### src/rtl/lsu_pkg.sv
// rtl/lsu_pkg.sv - shared op codes, state encoding and byte lane constants for the load/store unit
package lsu_pkg;

    localparam int ADDR_W = 16;
    localparam int DATA_W = 16;
    localparam int TAG_W  = 3;

    // Operation codes; 6 and 7 are reserved and complete as a no-op.
    localparam logic [2:0] OP_NOP = 3'd0;
    localparam logic [2:0] OP_LW  = 3'd1;
    localparam logic [2:0] OP_LB  = 3'd2;
    localparam logic [2:0] OP_LBU = 3'd3;
    localparam logic [2:0] OP_SW  = 3'd4;
    localparam logic [2:0] OP_SB  = 3'd5;

    // Little-endian byte lanes selected by address bit 0.
    localparam logic BYTE_LO = 1'b0;
    localparam logic BYTE_HI = 1'b1;

    typedef enum logic [2:0] {
        S_IDLE     = 3'd0,
        S_LOAD     = 3'd1,
        S_STORE    = 3'd2,
        S_RMW_RD   = 3'd3,
        S_RMW_WR   = 3'd4,
        S_FAULT    = 3'd5,
        S_DONE_NOP = 3'd6
    } state_e;

endpackage

### src/rtl/load_store_unit_byte_lane.sv
// rtl/load_store_unit_byte_lane.sv - byte extract with sign/zero extension and byte merge
// Ports:
//   word_in    : source word (memory read data for loads, merge register for RMW)
//   lane       : BYTE_LO selects [7:0], BYTE_HI selects [15:8]
//   sign_ext   : 1 sign-extends the extracted byte, 0 zero-extends it
//   merge_byte : byte inserted into the selected lane
//   ext_data   : extended byte
//   merge_data : word_in with the selected lane replaced by merge_byte
module byte_lane_unit
    import lsu_pkg::*;
(
    input  logic [15:0] word_in,
    input  logic        lane,
    input  logic        sign_ext,
    input  logic [7:0]  merge_byte,
    output logic [15:0] ext_data,
    output logic [15:0] merge_data
);

    logic [7:0] sel_byte;

    always_comb begin
        sel_byte   = (lane == BYTE_HI) ? word_in[15:8] : word_in[7:0];
        ext_data   = sign_ext ? {{8{sel_byte[7]}}, sel_byte} : {8'h00, sel_byte};
        merge_data = (lane == BYTE_HI) ? {merge_byte, word_in[7:0]}
                                       : {word_in[15:8], merge_byte};
    end

endmodule

### src/rtl/load_store_unit.sv
// rtl/load_store_unit.sv - memory-stage load/store controller with byte support and misalignment fault
// Ports:
//   clk, rst_n                     : clock, synchronous active-low reset
//   req_valid/req_ready            : request handshake from EX/MEM
//   req_op/addr/wdata/rd           : request fields, latched on accept
//   resp_valid/data/rd/wb/err      : one-cycle registered completion
//   mem_address/data_write/write/read, mem_data_read : data memory interface
module load_store_unit
    import lsu_pkg::*;
#(
    parameter int ADDR_W = lsu_pkg::ADDR_W,
    parameter int DATA_W = lsu_pkg::DATA_W,
    parameter int TAG_W  = lsu_pkg::TAG_W
) (
    input  logic              clk,
    input  logic              rst_n,
    input  logic              req_valid,
    output logic              req_ready,
    input  logic [2:0]        req_op,
    input  logic [ADDR_W-1:0] req_addr,
    input  logic [DATA_W-1:0] req_wdata,
    input  logic [TAG_W-1:0]  req_rd,
    output logic              resp_valid,
    output logic [DATA_W-1:0] resp_data,
    output logic [TAG_W-1:0]  resp_rd,
    output logic              resp_wb,
    output logic              resp_err,
    output logic [ADDR_W-1:0] mem_address,
    output logic [DATA_W-1:0] mem_data_write,
    output logic              mem_write,
    output logic              mem_read,
    input  logic [DATA_W-1:0] mem_data_read
);

    state_e            state, next_state;
    logic [2:0]        op_q;
    logic [ADDR_W-1:0] addr_q;
    logic [DATA_W-1:0] wdata_q;
    logic [TAG_W-1:0]  rd_q;
    logic [DATA_W-1:0] merge_q;
    logic              accept;
    logic              write_en;
    logic [DATA_W-1:0] lane_word;
    logic [DATA_W-1:0] lane_ext;
    logic [DATA_W-1:0] lane_merge;

    assign req_ready = (state == S_IDLE) && rst_n;
    assign accept    = req_valid && req_ready;

    // The lane unit sees memory data for loads and the captured word while merging.
    assign lane_word = (state == S_RMW_WR) ? merge_q : mem_data_read;

    byte_lane_unit u_byte_lane (
        .word_in    (lane_word),
        .lane       (addr_q[0]),
        .sign_ext   (op_q == OP_LB),
        .merge_byte (wdata_q[7:0]),
        .ext_data   (lane_ext),
        .merge_data (lane_merge)
    );

    always_comb begin
        next_state = state;
        mem_read   = 1'b0;
        write_en   = 1'b0;
        case (state)
            S_IDLE: begin
                if (accept) begin
                    case (req_op)
                        OP_LW:          next_state = req_addr[0] ? S_FAULT : S_LOAD;
                        OP_LB, OP_LBU:  next_state = S_LOAD;
                        OP_SW:          next_state = req_addr[0] ? S_FAULT : S_STORE;
                        OP_SB:          next_state = S_RMW_RD;
                        default:        next_state = S_DONE_NOP;
                    endcase
                end
            end
            S_LOAD: begin
                mem_read   = 1'b1;
                next_state = S_IDLE;
            end
            S_STORE: begin
                write_en   = 1'b1;
                next_state = S_IDLE;
            end
            S_RMW_RD: begin
                mem_read   = 1'b1;
                next_state = S_RMW_WR;
            end
            S_RMW_WR: begin
                write_en   = 1'b1;
                next_state = S_IDLE;
            end
            default: next_state = S_IDLE;
        endcase
    end

    // Gating with rst_n keeps an in-flight store from landing on a reset edge.
    assign mem_write      = write_en && rst_n;
    assign mem_address    = (state == S_IDLE) ? '0 : addr_q;
    assign mem_data_write = (state == S_STORE)  ? wdata_q :
                            (state == S_RMW_WR) ? lane_merge : '0;

    always_ff @(posedge clk) begin
        if (!rst_n) begin
            state      <= S_IDLE;
            op_q       <= '0;
            addr_q     <= '0;
            wdata_q    <= '0;
            rd_q       <= '0;
            merge_q    <= '0;
            resp_valid <= 1'b0;
            resp_data  <= '0;
            resp_rd    <= '0;
            resp_wb    <= 1'b0;
            resp_err   <= 1'b0;
        end else begin
            state      <= next_state;
            resp_valid <= 1'b0;
            resp_data  <= '0;
            resp_rd    <= '0;
            resp_wb    <= 1'b0;
            resp_err   <= 1'b0;
            if (accept) begin
                op_q    <= req_op;
                addr_q  <= req_addr;
                wdata_q <= req_wdata;
                rd_q    <= req_rd;
            end
            case (state)
                S_LOAD: begin
                    resp_valid <= 1'b1;
                    resp_rd    <= rd_q;
                    resp_wb    <= 1'b1;
                    resp_data  <= (op_q == OP_LW) ? mem_data_read : lane_ext;
                end
                S_RMW_RD: merge_q <= mem_data_read;
                S_STORE, S_RMW_WR, S_DONE_NOP: begin
                    resp_valid <= 1'b1;
                    resp_rd    <= rd_q;
                end
                S_FAULT: begin
                    resp_valid <= 1'b1;
                    resp_rd    <= rd_q;
                    resp_err   <= 1'b1;
                end
                default: ;
            endcase
        end
    end

endmodule
### config.mk
export PLATFORM = sky130hd
export DESIGN_NAME = load_store_unit
export DESIGN_NICKNAME = d
export VERILOG_FILES = /design/src/rtl/lsu_pkg.sv /design/src/rtl/load_store_unit_byte_lane.sv /design/src/rtl/load_store_unit.sv
export SDC_FILE = /design/constraint.sdc
export NUM_CORES = 1
export LEC_CHECK = 0
export CAP_MARGIN = 10
export CORE_MARGIN = 2
export CORE_UTILIZATION = 30
export CTS_CLUSTER_DIAMETER = 60
export DETAILED_ROUTE_END_ITERATION = 8
export HOLD_SLACK_MARGIN = 0.06
export PLACE_DENSITY = 0.62
export SYNTH_ARGS = -nofsm -noshare
export SYNTH_HDL_FRONTEND = slang
export SYNTH_SLANG_ARGS = --single-unit
export TNS_END_PERCENT = 10
### constraint.sdc
create_clock -name clk -period 2.1 [get_ports clk]
set_input_delay 0.42 -clock clk [delete_from_list [all_inputs] [get_ports clk]]
set_output_delay 0.42 -clock clk [all_outputs]
set_load 0.02 [all_outputs]
==> flow_summary.yaml <==
pwr:
  peakVddDrop_mv: 0.3624
  p_clk_share_pct: 42.8
  combPwrFrac_pct: 15.5
  pwr-share-seq_pct: 41.8
  switching_power_w: 0.0009705
  p_per_area_nw_per_um2: 760.7
  p_int_w: 0.002936
  swShare_pct: 24.84
  p_leak_nw: 2.238
place:
  hpwl_mm: 7.032
  routabilityCongestion: 0.8514
  dp_cells: 649
  portBuffers: 113
  dp_slack_ps: -245.1
setup_path:
  rr_endpoint: "resp_data[8]"
  r2r_cells: 6
  start_kind: "register"
  reg2reg_slack_ps: 320
  required_ps: 1680
  cp_max_fo: 15
  r2r_start: "state[0]"
  cp.arrival_ps: 1610
  path_class: "reg2out"
  endpoint_kind: "output port"
floorplanning:
  pin_count: 114
  die_w_um: 111.1
  start_util_pct: 30.37
  row_count: 39
  die_area_um2: 12330
  coreArea_um2: 11320
  fp.dieH_um: 111.1
timing:
  slew_violations: 0
  fin_crit_ps: 2028
  setup_viol: 0
  worst_pin_slew_ps: 595.9
  slew_headroom_pct: 60.27
  hold_ws_ps: 449.4
  timing.final.ws_setup_ps: 72.06
  fmax_mhz: 493.1
  fin_crit_sh_pct: 96.57
  rsz0062_at_grt: "true"
  hold_violations: 0
  skew_ps: 3.651
synthesis:
  synthesis.nets: 458
  synthTopCellsByArea: "dfxtp_1 (46%), nand2_1 (13%), nand3_1 (5.7%)"
  yosysMostFrequentCell: "nand2_1"
  netlist.area_leader.share_pct: 46.00
  synth.distinct_cells: 34
  ys.warnings.count: 0
  synth-seq-cells: 79
  async_flop_share_pct: 0
  synth_common_cells: "nand2_1 (117), dfxtp_1 (79), nand3_1 (39), a21oi_1 (18), nor2b_1 (15)"
  syn-instance-count: 401
  syn_avg_cell_area_um2: 8.574
  netlist_area_um2: 3438
  synth_area_leader_cell: "dfxtp_1"
  seq_area_frac_synth_pct: 46.00
  synth_edf_count: 0
  synth_ff_type: "dfxtp_1"
grt:
  grt_pass1_vias: 3015
  overflow: 0
  grt_usage_pct: 15.59
  grt_antenna_before_repair: 0
  grt_pass1_wl_mm: 15.08
  grt_start_max_net_pins: 41
flow_run:
  maxCapViolations: 0
routing:
  wl_per_cell_um: 14.30
  drc: 0
  dr_total_vias: 3114
  firstDrtPassIters: 4
  wirelength_mm: 9.568
  ant_nets: 0
  via_per_inst: 4.655
  drtIter0Drc: 126
clock_tree:
  clockRootBuffer: "clkbuf_16"
  hold_buffers: 0
  clock_latency_ps: 340
  ctsLongestPathBuffers: 2
  cts.reportedPaths.clkPinSlew_ps: 60
  cts_tree: "built"
  cts.sinks: 79
  cts_buffers: 9
  cts_max_level: 3
cells_and_area:
  drive_above_1_share_pct: 15.78
  nets: 578
  post-route-util_pct: 45.36
  synthToLayoutAreaGrowth_pct: 49.34
  diodes: 0
  finalNonFillerCells: 669
min_path:
  min_from: "addr_q[4]"
  hp-class: "reg2reg"
  min_to: "addr_q[4]"
  min_path_cells: 2
outcome:
  status: "finished clean"
[critical path: stages (launching register included)]
cell and delay, ps:
dfxtp_2 350, buf_12 140, mux2_2 340, a22oi_2 130, nor2_1 60, clkdlybuf4s15_2 250
[kinds of logic (layout without fill, tap and decap cells)]
logic type | count (synthesis) | count (layout) | share of synthesized area, %
AOI/OAI and AO/OA | 55 | 55 | 10.34
buffers and inverters | 34 | 159 | 4.767
DFF | 79 | 79 | 46.00
muxes | 27 | 27 | 11.46
and+or+nand+nor | 206 | 206 | 27.44
[per-stage QoR]
step	instance area [um^2]	power, W	TNS [ps]
6_report	5135	0.003906	0
5_1_grt	5135	0.004065	-42.32
4_1_cts	5174	0.003956	-111.7
3_5_place_dp	4820	0.002274	-3881
3_3_place_gp	4820	0.002261	-2281
2_1_floorplan	3438	0.001964	0
[flip-flops by register name, indices dropped and copies added (netlist names)]
signal and count:
addr_q 16, merge_q 16, op_q 3, rd_q 3, resp_data 16, resp_err 1, resp_rd 3, resp_valid 1
resp_wb 1, state 3, wdata_q 16
[worst max-delay path by stage]
stage              start            endpoint  slack, ps
3_3_place_gp       rst_n           mem_write       -240
2_1_floorplan  addr_q[0]  mem_data_write[10]        110
3_5_place_dp       rst_n           mem_write       -250
4_1_cts         state[2]      mem_address[2]        -40
5_1_grt        addr_q[0]   mem_data_write[0]        -30
6_report       addr_q[0]   mem_data_write[0]         70
[power by group through the flow]
stage,sequential (W),combinational [W],clock (W)
floorplan,0.00166,0.000307,0
global placement,0.00166,0.000604,0
detailed placement,0.00166,0.000613,0
CTS,0.00163,0.000611,0.00172
global route,0.00164,0.000655,0.00177
finish,0.00163,0.000604,0.00167
[layout make-up]
type                            count  area [um^2]
Tap cell                          143        178.9
Clock inverter                      7        97.59
Timing Repair Buffer              139         1304
Fill cell                        1131         6186
Multi-Input combinational cell    288         1730
Inverter                            4        15.01
Clock buffer                        9        225.2
Sequential cell                    79         1584
[placed cells by master, fill, tap and decap left out, types with 8 or more instances in the layout]
| master | instances |
|---|---|
| a21o_1 | 8 |
| a21oi_1 | 18 |
| buf_2 | 9 |
| buf_4 | 22 |
| clkbuf_16 | 9 |
| clkdlybuf4s15_2 | 8 |
| clkdlybuf4s50_1 | 78 |
| dfxtp_1 | 77 |
| dlygate4sd2_1 | 14 |
| mux2_2 | 8 |
| mux2i_1 | 12 |
| nand2_1 | 117 |
| nand3_1 | 39 |
| nor2_1 | 13 |
| nor2b_1 | 14 |
[per-layer routing]
metal  vias up  wire length [um]  global-route usage [%]
li1       1599                 -                       -
met4         0               252                   7.490
met5         -                 0                       0
met2        83              4530                   25.73
met3        19               584                   4.483
met1      1413              4201                   18.71
[what timing repair did]
action / CTS / global route
cloned: 0 / 0
setup endpoints to repair: 35 / 21
resized for setup: 83 / 28
buffers inserted: 4 / 0
(Power assumes the default switching activity.)
